--- src/rtl/driver_cntrl_mc.sv ---
// driver_cntrl_mc: multi-channel driver control/status register block behind one slave port.
// Optional drain watchdog is built only when DRIVER_CNTRL_TIMEOUT_EN is defined.
module driver_cntrl_mc #(
    parameter int unsigned NUM_CH          = 2,
    parameter int unsigned ADDR_W          = 16,
    parameter int unsigned MON_DEPTH       = 16,
    parameter int unsigned MON_CNT_W       = 16,
    parameter int unsigned DEF_ADDR_THRESH = 820,
    parameter int unsigned DEF_VCTR_THRESH = 7500,
    parameter int unsigned DRAIN_TIMEOUT   = 65535
) (
    input  logic                              clk,
    input  logic                              reset,
    input  logic                              slave_wr,
    input  logic [ADDR_W-1:0]                 slave_awaddr,
    input  logic [31:0]                       slave_data_in,
    input  logic                              slave_rd,
    input  logic [ADDR_W-1:0]                 slave_araddr,
    output logic [31:0]                       slave_data_out,
    output logic                              slave_rd_valid,
    output logic [NUM_CH*32-1:0]              addr_fifo_din,
    output logic [NUM_CH-1:0]                 addr_fifo_wr,
    input  logic [NUM_CH-1:0]                 addr_fifo_full,
    input  logic [NUM_CH-1:0]                 addr_fifo_empty,
    input  logic [NUM_CH-1:0]                 addr_fifo_overrun,
    input  logic [NUM_CH-1:0]                 addr_fifo_underrun,
    input  logic [NUM_CH-1:0]                 vector_fifo_empty,
    input  logic [NUM_CH-1:0]                 vector_fifo_overrun,
    input  logic [NUM_CH-1:0]                 vector_fifo_underrun,
    input  logic [NUM_CH*16-1:0]              words_in_addr_fifo,
    input  logic [NUM_CH*16-1:0]              words_in_vctr_fifo,
    input  logic [NUM_CH*MON_DEPTH*MON_CNT_W-1:0] mon_cnts,
    output logic [NUM_CH*16-1:0]              addr_fifo_threshold,
    output logic [NUM_CH*16-1:0]              vector_fifo_threshold,
    output logic [NUM_CH-1:0]                 run_program,
    output logic [NUM_CH-1:0]                 active_program,
    output logic                              irq
);
    localparam int unsigned PAGE_W = ADDR_W - 12;

    if (NUM_CH < 1 || NUM_CH > 8 || MON_CNT_W > 32 || DRAIN_TIMEOUT == 0) begin : g_param_check
        $error("driver_cntrl_mc: illegal parameter set");
    end

    typedef enum logic [2:0] {
        ST_IDLE   = 3'd0,
        ST_RUN    = 3'd1,
        ST_FREEZE = 3'd2,
        ST_DRAIN  = 3'd3,
        ST_ERROR  = 3'd4
    } state_t;

    state_t      state_q  [NUM_CH];
    state_t      state_d  [NUM_CH];
    logic        freeze_q [NUM_CH];
    logic        freeze_d [NUM_CH];
    logic [15:0] athr_q   [NUM_CH];
    logic [15:0] athr_d   [NUM_CH];
    logic [15:0] vthr_q   [NUM_CH];
    logic [15:0] vthr_d   [NUM_CH];
    logic [6:0]  sticky_q [NUM_CH];
    logic [6:0]  sticky_d [NUM_CH];
    logic [6:0]  mask_q   [NUM_CH];
    logic [6:0]  mask_d   [NUM_CH];
    logic [31:0] base_q   [NUM_CH];
    logic [31:0] base_d   [NUM_CH];
    logic [31:0] gaddr_q  [NUM_CH];
    logic [31:0] gaddr_d  [NUM_CH];
    logic [7:0]  gcnt_q   [NUM_CH];
    logic [7:0]  gcnt_d   [NUM_CH];
    logic [31:0] fdin_d   [NUM_CH];
    logic [NUM_CH-1:0] busy_q, busy_d, fwr_d, irq_ch_c;
    logic [31:0] rdata_c;
`ifdef DRIVER_CNTRL_TIMEOUT_EN
    localparam int unsigned TMO_W = $clog2(DRAIN_TIMEOUT + 1);
    logic [TMO_W-1:0] tmo_q [NUM_CH];
    logic [TMO_W-1:0] tmo_d [NUM_CH];
`endif

    logic [PAGE_W-1:0] wr_page, rd_page;
    logic [11:0]       wr_off, rd_off;
    assign wr_page = slave_awaddr[ADDR_W-1:12];
    assign wr_off  = slave_awaddr[11:0];
    assign rd_page = slave_araddr[ADDR_W-1:12];
    assign rd_off  = slave_araddr[11:0];

    // Per-channel next-state: register writes, generator, sticky bits and program FSM
    always_comb begin
        logic       sel, wr_ctrl, run_p, end_p, abort_p, consec_p, err, tmo_hit;
        logic [6:0] w1c, set;
        logic [3:0] sticky_lo;
        fwr_d  = '0;
        busy_d = busy_q;
        for (int unsigned c = 0; c < NUM_CH; c++) begin
            state_d[c]  = state_q[c];
            freeze_d[c] = freeze_q[c];
            athr_d[c]   = athr_q[c];
            vthr_d[c]   = vthr_q[c];
            mask_d[c]   = mask_q[c];
            base_d[c]   = base_q[c];
            gaddr_d[c]  = gaddr_q[c];
            gcnt_d[c]   = gcnt_q[c];
            fdin_d[c]   = addr_fifo_din[c*32 +: 32];

            sel      = slave_wr && (wr_page == PAGE_W'(c + 1));
            wr_ctrl  = sel && (wr_off == 12'h004);
            run_p    = wr_ctrl && slave_data_in[0];
            end_p    = wr_ctrl && slave_data_in[1];
            abort_p  = wr_ctrl && slave_data_in[2];
            consec_p = wr_ctrl && slave_data_in[7];
            w1c      = (sel && (wr_off == 12'h014)) ? slave_data_in[6:0] : 7'h00;
            set      = {3'b000, vector_fifo_underrun[c], vector_fifo_overrun[c],
                        addr_fifo_underrun[c], addr_fifo_overrun[c]};
            err      = |set[3:0];

            if (wr_ctrl)                      freeze_d[c] = slave_data_in[3];
            if (sel && wr_off == 12'h008)     athr_d[c]   = slave_data_in[15:0];
            if (sel && wr_off == 12'h00C)     vthr_d[c]   = slave_data_in[15:0];
            if (sel && wr_off == 12'h018)     mask_d[c]   = slave_data_in[6:0];
            if (sel && wr_off == 12'h01C)     base_d[c]   = slave_data_in;

            // Consecutive-address generator; abort kills it, including the push this cycle
            if (abort_p) begin
                busy_d[c] = 1'b0;
            end else if (busy_q[c]) begin
                if (!addr_fifo_full[c]) begin
                    fwr_d[c]   = 1'b1;
                    fdin_d[c]  = gaddr_q[c];
                    gaddr_d[c] = gaddr_q[c] + 32'd4;
                    gcnt_d[c]  = gcnt_q[c] - 8'd1;
                    if (gcnt_q[c] == 8'd1) busy_d[c] = 1'b0;
                end
            end else if (consec_p && slave_data_in[15:8] != 8'd0) begin
                busy_d[c]  = 1'b1;
                gaddr_d[c] = base_q[c];
                gcnt_d[c]  = slave_data_in[15:8];
            end

            if (sel && wr_off == 12'h000) begin
                if (busy_q[c]) begin
                    set[4] = 1'b1;
                end else begin
                    fwr_d[c]  = 1'b1;
                    fdin_d[c] = slave_data_in;
                end
            end

`ifdef DRIVER_CNTRL_TIMEOUT_EN
            tmo_d[c] = (state_q[c] == ST_DRAIN) ? tmo_q[c] + TMO_W'(1) : '0;
            tmo_hit  = (state_q[c] == ST_DRAIN) && (tmo_q[c] == TMO_W'(DRAIN_TIMEOUT - 1));
`else
            tmo_hit  = 1'b0;
`endif
            sticky_lo = (sticky_q[c][3:0] & ~w1c[3:0]) | set[3:0];

            // Priority: abort > error > end > freeze
            case (state_q[c])
                ST_IDLE: if (run_p) state_d[c] = ST_RUN;
                ST_RUN: begin
                    if (abort_p)       state_d[c] = ST_IDLE;
                    else if (err)      state_d[c] = ST_ERROR;
                    else if (end_p)    state_d[c] = ST_DRAIN;
                    else if (freeze_q[c]) state_d[c] = ST_FREEZE;
                end
                ST_FREEZE: begin
                    if (abort_p)       state_d[c] = ST_IDLE;
                    else if (end_p)    state_d[c] = ST_DRAIN;
                    else if (!freeze_q[c]) state_d[c] = ST_RUN;
                end
                ST_DRAIN: begin
                    if (abort_p) begin
                        state_d[c] = ST_IDLE;
                    end else if (err) begin
                        state_d[c] = ST_ERROR;
                    end else if (tmo_hit) begin
                        state_d[c] = ST_ERROR;
                        set[6]     = 1'b1;
                    end else if (addr_fifo_empty[c] && vector_fifo_empty[c]) begin
                        state_d[c] = ST_IDLE;
                        set[5]     = 1'b1;
                    end
                end
                ST_ERROR: if (sel && wr_off == 12'h014 && sticky_lo == 4'h0) state_d[c] = ST_IDLE;
                default: state_d[c] = ST_IDLE;
            endcase

            sticky_d[c] = (sticky_q[c] & ~w1c) | set;
        end
    end

    // Read mux; reads see register contents before any same-cycle write
    always_comb begin
        rdata_c = 32'h0;
        for (int unsigned c = 0; c < NUM_CH; c++) begin
            irq_ch_c[c] = |(sticky_q[c] & mask_q[c]);
        end
        if (rd_page == PAGE_W'(0)) begin
            if (rd_off == 12'h000) rdata_c = {24'h0, 8'(NUM_CH)};
            if (rd_off == 12'h004) rdata_c = 32'(irq_ch_c);
        end
        for (int unsigned c = 0; c < NUM_CH; c++) begin
            if (rd_page == PAGE_W'(c + 1)) begin
                case (rd_off)
                    12'h004: rdata_c = {28'h0, freeze_q[c], 3'b000};
                    12'h008: rdata_c = {16'h0, athr_q[c]};
                    12'h00C: rdata_c = {16'h0, vthr_q[c]};
                    12'h010: rdata_c = {28'h0, busy_q[c], state_q[c]};
                    12'h014: rdata_c = {25'h0, sticky_q[c]};
                    12'h018: rdata_c = {25'h0, mask_q[c]};
                    12'h01C: rdata_c = base_q[c];
                    12'h020: rdata_c = {16'h0, words_in_addr_fifo[c*16 +: 16]};
                    12'h024: rdata_c = {16'h0, words_in_vctr_fifo[c*16 +: 16]};
                    default: begin
                        for (int unsigned i = 0; i < MON_DEPTH; i++) begin
                            if (rd_off == 12'(256 + 4 * i))
                                rdata_c = 32'(mon_cnts[(c*MON_DEPTH + i)*MON_CNT_W +: MON_CNT_W]);
                        end
                    end
                endcase
            end
        end
    end

    always_comb begin
        for (int unsigned c = 0; c < NUM_CH; c++) begin
            addr_fifo_threshold[c*16 +: 16]   = athr_q[c];
            vector_fifo_threshold[c*16 +: 16] = vthr_q[c];
        end
    end

    always_ff @(posedge clk or posedge reset) begin
        if (reset) begin
            for (int unsigned c = 0; c < NUM_CH; c++) begin
                state_q[c]  <= ST_IDLE;
                freeze_q[c] <= 1'b0;
                athr_q[c]   <= 16'(DEF_ADDR_THRESH);
                vthr_q[c]   <= 16'(DEF_VCTR_THRESH);
                sticky_q[c] <= '0;
                mask_q[c]   <= '0;
                base_q[c]   <= '0;
                gaddr_q[c]  <= '0;
                gcnt_q[c]   <= '0;
`ifdef DRIVER_CNTRL_TIMEOUT_EN
                tmo_q[c]    <= '0;
`endif
            end
            busy_q         <= '0;
            addr_fifo_wr   <= '0;
            addr_fifo_din  <= '0;
            run_program    <= '0;
            active_program <= '0;
            irq            <= 1'b0;
            slave_data_out <= '0;
            slave_rd_valid <= 1'b0;
        end else begin
            for (int unsigned c = 0; c < NUM_CH; c++) begin
                state_q[c]  <= state_d[c];
                freeze_q[c] <= freeze_d[c];
                athr_q[c]   <= athr_d[c];
                vthr_q[c]   <= vthr_d[c];
                sticky_q[c] <= sticky_d[c];
                mask_q[c]   <= mask_d[c];
                base_q[c]   <= base_d[c];
                gaddr_q[c]  <= gaddr_d[c];
                gcnt_q[c]   <= gcnt_d[c];
`ifdef DRIVER_CNTRL_TIMEOUT_EN
                tmo_q[c]    <= tmo_d[c];
`endif
                addr_fifo_din[c*32 +: 32] <= fdin_d[c];
                run_program[c]    <= (state_d[c] == ST_RUN);
                active_program[c] <= (state_d[c] == ST_RUN) || (state_d[c] == ST_FREEZE) ||
                                     (state_d[c] == ST_DRAIN);
            end
            busy_q         <= busy_d;
            addr_fifo_wr   <= fwr_d;
            irq            <= |irq_ch_c;
            slave_rd_valid <= slave_rd;
            if (slave_rd) slave_data_out <= rdata_c;
        end
    end
endmodule

--- config.mk ---
export PLATFORM = sky130hd
export DESIGN_NAME = driver_cntrl_mc
export DESIGN_NICKNAME = d
export VERILOG_FILES = /design/src/rtl/driver_cntrl_mc.sv
export SDC_FILE = /design/constraint.sdc
export NUM_CORES = 1
export LEC_CHECK = 0
export CORE_AREA = 2 2 321 323
export CTS_CLUSTER_DIAMETER = 60
export DETAILED_ROUTE_END_ITERATION = 7
export DIE_AREA = 0 0 323 325
export GPL_ROUTABILITY_DRIVEN = 0
export GPL_TIMING_DRIVEN = 1
export HOLD_SLACK_MARGIN = 0.02
export MAX_ROUTING_LAYER = met4
export PLACE_DENSITY = 0.53
export REMOVE_ABC_BUFFERS = 1
export SYNTH_ARGS = -nofsm -noshare
export SYNTH_HDL_FRONTEND = slang
export SYNTH_SLANG_ARGS = --single-unit
--- constraint.sdc ---
create_clock -name clk -period 13.7 [get_ports clk]
set_input_delay 2.74 -clock clk [delete_from_list [all_inputs] [get_ports clk]]
set_output_delay 2.74 -clock clk [all_outputs]
set_load 0.01 [all_outputs]
==> flow_metrics.tcl, run 1 <==
set metrics [dict create \
    finalPower_uw 2890 \
    cp_num_buf_inv 2 \
    postCtsHoldBufs 0 \
    drv_cap 0 \
    hold_end "vector_fifo_threshold[18]" \
    worst-setup-path-type "in2reg" \
    startpoint_type "input port" \
    cp_max_fo 43 \
    initial_utilization 0.225 \
    synth-warning-count 0 \
    post-route-period-util 0.531 \
    cts_buffers 50 \
    multi_input_area_mm2 0.0132 \
    path_cells "clkdlybuf4s50_1 -> or4b_2 -> buf_4 -> nor2_2 -> nand2_1 -> nand2_1 -> a221o_1 -> a31oi_1 -> a2111oi_0 -> a211oi_1" \
    crit_required_ps 14150 \
    vias_per_cell 5.61 \
    syn_inst 2612 \
    peakVddDrop_uv 78.7 \
    final_cell_area_mm2 0.0348 \
    hp-class "reg2reg" \
    drive_above_1_share 0.129 \
    core_mm2 0.101 \
    finalSetupViolCount 0 \
    worst_setup_path_end_kind "flip-flop" \
    cts_buffer_depth 3 \
    reg2reg_from "busy_q[0]" \
    synth_seq_cells 350 \
    grt_overflow 0 \
    wl_per_cell_um 35.5 \
    ys_types 86 \
    post-route-drc-count 0 \
    die_area_mm2 0.105 \
    clk_latency_ps 620 \
    ant_nets 0 \
    final.setup.tns_ps 0 \
    ys.flop_type "dfrtp_1" \
    root_buffer "clkbuf_16" \
    dr.pass1.iters 8 \
    rr_endpoint "gaddr_q[32]" \
    cp_common_cell "nand2_1" \
    die_x_um 323 \
    netlist_area_mm2 0.0228 \
    power_leakage_uw 0.0133 \
    grt_max_degree 138 \
    crit_family "simple AND/OR/NAND/NOR gates" \
    clk_pin_slew_worst_paths_ps 60 \
    synth_seq_area_share 0.386 \
    final_max_slew_viol_count 0 \
    n_fill_cell 10624 \
    nets 4034 \
    antenna_found_initial 85 \
    grt_pass1_vias 26340 \
    rsz0062_at_grt "no" \
    min_from "vector_fifo_threshold[18]" \
    cts_tree "done" \
    portBuffers 825 \
    cellPowerDensity_mw_per_mm2 83.0 \
    cts_resized 0 \
    synth_edf_count 0 \
    synth_top_area_share 0.358 \
    ioPinCount 826 \
    synth_top_cell_by_area "dfrtp_1" \
    clkSinkCount 350 \
    clock.fmax_mhz 137 \
    synthToLayoutAreaGrowth_pct 53.0 \
    dp_hpwl_um 136000 \
    crit_path_top_delay_cell "nand2_1" \
    skew_ps 59.2 \
    tightest_slew_ps 1280 \
    whs_ps 503 \
    chipHeight_um 325 \
    most-common-layout-cells "822 x clkdlybuf4s50_1, 324 x dfrtp_1, 258 x a21oi_1, 244 x nand2_1, 227 x o21ai_0" \
    grt_pass1_wl_um 229000 \
    startpoint "slave_araddr[9]" \
    synth_area_per_cell_um2 8.72 \
    rr_worst_depth 3 \
    arrival_ps 7720 \
    r2r_slack_ps 10800 \
    vias 27226 \
    regArea_mm2 0.00879 \
    grt_usage 0.324 \
    num_rows 117 \
    outcome "finished clean" \
    synth.area.top_cells "dfrtp_1 36%, mux2_2 7.5%, a21oi_1 5.7%, o21ai_0 5.0%, mux2i_1 4.8%" \
    min_period_ps 7270 \
    totalWireLength_um 173000 \
    slew_headroom 0.145 \
    placed_cell_area_mm2 0.0328 \
    async_flop_share 1.00 \
    worst_path_largest_cell_delay_ps 850 \
    hold_depth 2 \
    cts_setup_buffers 0 \
    drt_iter0_drc 3198 \
    layout_commonest_cell "clkdlybuf4s50_1" \
    final_hold_viol_count 0 \
    cts_max_level 2 \
]
==> Yosys cell counts, types with 9 or more instances <==
library cell,instances
a222oi_1,19
a22oi_1,68
nand4_1,31
dfrtp_1,326
o211ai_1,24
mux2i_1,110
nand3_1,100
a31oi_1,22
nand2b_1,13
nor4_1,26
o221ai_1,23
a21oi_1,259
a21o_1,16
dfstp_2,24
buf_1,13
nor2_1,185
nor3b_1,12
mux2_2,152
or2_2,11
o22ai_1,96
buf_2,44
and3_1,34
a22o_1,18
a221o_1,20
o21ai_0,227
a221oi_1,54
or3_1,14
nor3_1,50
nand2_1,244
inv_1,25
a2bb2oi_1,9
a211oi_1,19
nor3_2,10
clkbuf_1,158
==> cells by family (layout without fill, tap and decap cells) <==
group / after synthesis / count (layout) / share of synthesized area
AND/OR/NAND/NOR: 786 / 786 / 0.169
other: 0 / 76 / 0
adder cells (fa/ha/maj): 6 / 6 / 0.00330
AO/OA/AOI/OAI: 963 / 963 / 0.273
buffers and inverters: 243 / 1042 / 0.0435
flip-flops: 350 / 350 / 0.386
multiplexers: 264 / 264 / 0.125
==> how the worst max path moves through the flow <==
stage,to,slack (ps),cells after the start
global placement,slave_data_out[0],6240,10
finish,slave_data_out[0],6430,10
detailed placement,slave_data_out[0],6010,10
CTS,slave_data_out[0],6650,10
global route,slave_data_out[0],6460,10
floorplan,active_program[0],1290,1
==> report_power, final <==
group	switching [µW]	internal (µW)	leakage, µW
clock	534	900	0.000907
combinational	197	212	0.00766
sequential	6.85	1040	0.00469
==> worst min-delay path, stage by stage (launching register included) <==
cell     delay, ps
dfstp_2        380
nand2_1         50
o21ai_0         70
==> per-stage QoR <==
| step | setup slack, ps | instances | util |
|---|---|---|---|
| floorplan | 1290 | 2394 | - |
| global placement | 6240 | 4686 | 0.324 |
| detailed placement | 6010 | 4686 | 0.324 |
| CTS | 6650 | 4779 | 0.342 |
| global route | 6460 | 4851 | 0.344 |
| finish | 6430 | 4855 | 0.344 |
==> layout make-up <==
| class | count | share of cell area |
|---|---|---|
| tap | 1368 | 0.0491 |
| multi-input combinational | 2019 | 0.379 |
| clock inverter | 25 | 0.0120 |
| sequential | 350 | 0.252 |
| inverter | 25 | 0.00291 |
| clock buffer | 68 | 0.0407 |
| antenna | 76 | 0.00546 |
| timing repair buffer | 924 | 0.258 |
==> layer usage <==
layer,part of all wire,global-route usage,wire length [µm]
met1,0.38,0.377,65400
met2,0.46,0.499,78900
met3,0.12,0.120,20500
met4,0.045,0.139,7780
met5,0,-,0
==> sequential cells by signal, summed over array words and instances (netlist names) <==
signal,flops
active_program,2
addr_fifo_din,64
addr_fifo_threshold,32
addr_fifo_wr,2
base_q,64
busy_q,2
freeze_q,2
gaddr_q,64
gcnt_q,16
irq,1
mask_q,14
run_program,2
slave_data_out,32
slave_rd_valid,1
state_q,6
sticky_q,14
vector_fifo_threshold,32
Note: power is estimated with default switching activity, not from simulation.
==> run 2, diff against run 1 <==
Clock period 13.7 ns to 6.97 ns, I/O delays scaled along.
==> run 2 against run 1 <==
Global-route usage increased by 0.46 points. Via count shrank 0.28%. Critical path depth unchanged. Design area shrank 0.34%. Final cell count is essentially flat. Count of clock-buffer cells in the layout increased by 3. Sequential cell count unchanged. Combinational power rose by 98%.
==> flow_metrics.tcl, run 2 (synthesized netlist as in run 1, its figures left out) <==
set metrics [dict create \
    outcome "finished clean" \
    worst-setup-path-type "in2reg" \
    post-route-drc-count 0 \
    grt_pass1_vias 26720 \
    rsz0062_at_grt "no" \
    core_mm2 0.101 \
    placed_cell_area_mm2 0.0329 \
    post-route-period-util 0.769 \
    cts_setup_buffers 0 \
    initial_utilization 0.225 \
    clkSinkCount 350 \
    vias 27151 \
    n_fill_cell 10673 \
    arrival_ps 5870 \
    hp-class "reg2reg" \
    drt_iter0_drc 3428 \
    die_area_mm2 0.105 \
    final.setup.tns_ps 0 \
    antenna_found_initial 78 \
    peakVddDrop_uv 164 \
    cts_tree "done" \
    wl_per_cell_um 36.1 \
    drv_cap 0 \
    min_period_ps 5360 \
    placed_cells 4696 \
    grt_usage 0.329 \
    final_hold_viol_count 0 \
    num_rows 117 \
    crit_required_ps 7480 \
    worst_setup_path_end_kind "flip-flop" \
    cp_common_cell "a21oi_1" \
    worst_path_largest_cell_delay_ps 1060 \
    dr.pass1.iters 8 \
    tightest_slew_ps 1330 \
    cp_max_fo 15 \
    dp_hpwl_um 139000 \
    startpoint_type "input port" \
    dp_slack_ps 1180 \
    layout_commonest_cell "clkdlybuf4s50_1" \
    ant_nets 0 \
    grt_max_degree 171 \
    chipHeight_um 325 \
    crit_path_top_delay_cell "or4_1" \
    worst_slack_ps 1610 \
    final_max_slew_viol_count 0 \
    grt_overflow 0 \
    synthToLayoutAreaGrowth_pct 52.5 \
    slew_headroom 0.0906 \
    clk_latency_ps 620 \
    cts_max_level 2 \
    grt_pass1_wl_um 232000 \
    cts_buffers 47 \
    die_x_um 323 \
    finalSetupViolCount 0 \
    final_cell_area_mm2 0.0347 \
    reg_top3 "addr_fifo_din (64), base_q (64), gaddr_q (64)" \
    totalWireLength_um 175000 \
    cellPowerDensity_mw_per_mm2 156 \
    drive_above_1_share 0.129 \
    nets 4041 \
    final_cell_count_no_fill 4854 \
    postCtsHoldBufs 0 \
    cts_resized 0 \
    root_buffer "clkbuf_16" \
    finalPower_uw 5430 \
    clock.fmax_mhz 187 \
    ioPinCount 826 \
    vias_per_cell 5.59 \
    clk_pin_slew_worst_paths_ps 60 \
    cts_buffer_depth 3 \
    path_cells "clkdlybuf4s50_1 -> or4_1 -> nor2_2 -> a31oi_1 -> o22ai_1 -> a21oi_1 -> nor4_1 -> buf_4 -> o21ai_0 -> a21oi_1" \
    power_leakage_uw 0.0132 \
    portBuffers 825 \
    skew_ps 43.5 \
    most-common-layout-cells "822 x clkdlybuf4s50_1, 324 x dfrtp_1, 257 x a21oi_1, 244 x nand2_1, 227 x o21ai_0" \
]
## run 2: cell types whose count changed in the layout (fill, tap and decap cells not counted), sizes merged
cell	delta
buf	+10
bufinv	-4
clkbuf	+3
clkinv	-1
clkinvlp	+1
diode	-6
inv	-4
## run 2: stage by stage
step	utilization	hold WS [ps]
floorplan	-	468
global placement	0.325	480
detailed placement	0.325	493
CTS	0.341	503
global route	0.343	523
finish	0.343	499
## run 2: area by class of cell
class | instances | area, µm² | area share
multi-input cells | 2019 | 13200 | 0.381
flip-flops and latches | 350 | 8790 | 0.253
inverters | 25 | 101 | 0.00292
repair buffers | 934 | 9090 | 0.262
clock inverters | 17 | 282 | 0.00811
clock buffers | 71 | 1360 | 0.0391
diodes | 70 | 175 | 0.00504
well taps | 1368 | 1710 | 0.0493
## run 2: critical path: cells and delay by family
family          cells  cell delay, ps
compound gates      5             600
buf+inv             2             940
simple gates        3            2910
## run 2: report_power, final
| part | internal [µW] | switching, µW |
|---|---|---|
| logic | 419 | 389 |
| clock network | 1540 | 1020 |
| registers | 2050 | 14.4 |
## run 2: worst paths after layout
check | from | end | slack, ps | cells after the start
setup / recovery | slave_araddr[1] | slave_data_out[9] | 1610 | 10
hold / removal | vector_fifo_threshold[18] | vector_fifo_threshold[18] | 500 | 2
setup reg to reg | gaddr_q[40] | gaddr_q[63] | 4270 | 8
hold reg to reg | vector_fifo_threshold[18] | vector_fifo_threshold[18] | 500 | 2
max in group asynchronous | reset | busy_q[0] | 4330 | 3
min in group asynchronous | reset | slave_rd_valid | 1220 | 2
## run 2: per-layer routing
metal	vias up	GRT usage	wire length, µm	share of wire
met5	-	-	0	0
met4	0	0.150	8450	0.048
met3	353	0.124	20100	0.11
met2	1712	0.502	79400	0.45
met1	13435	0.381	67000	0.38
li1	11651	-	-	-
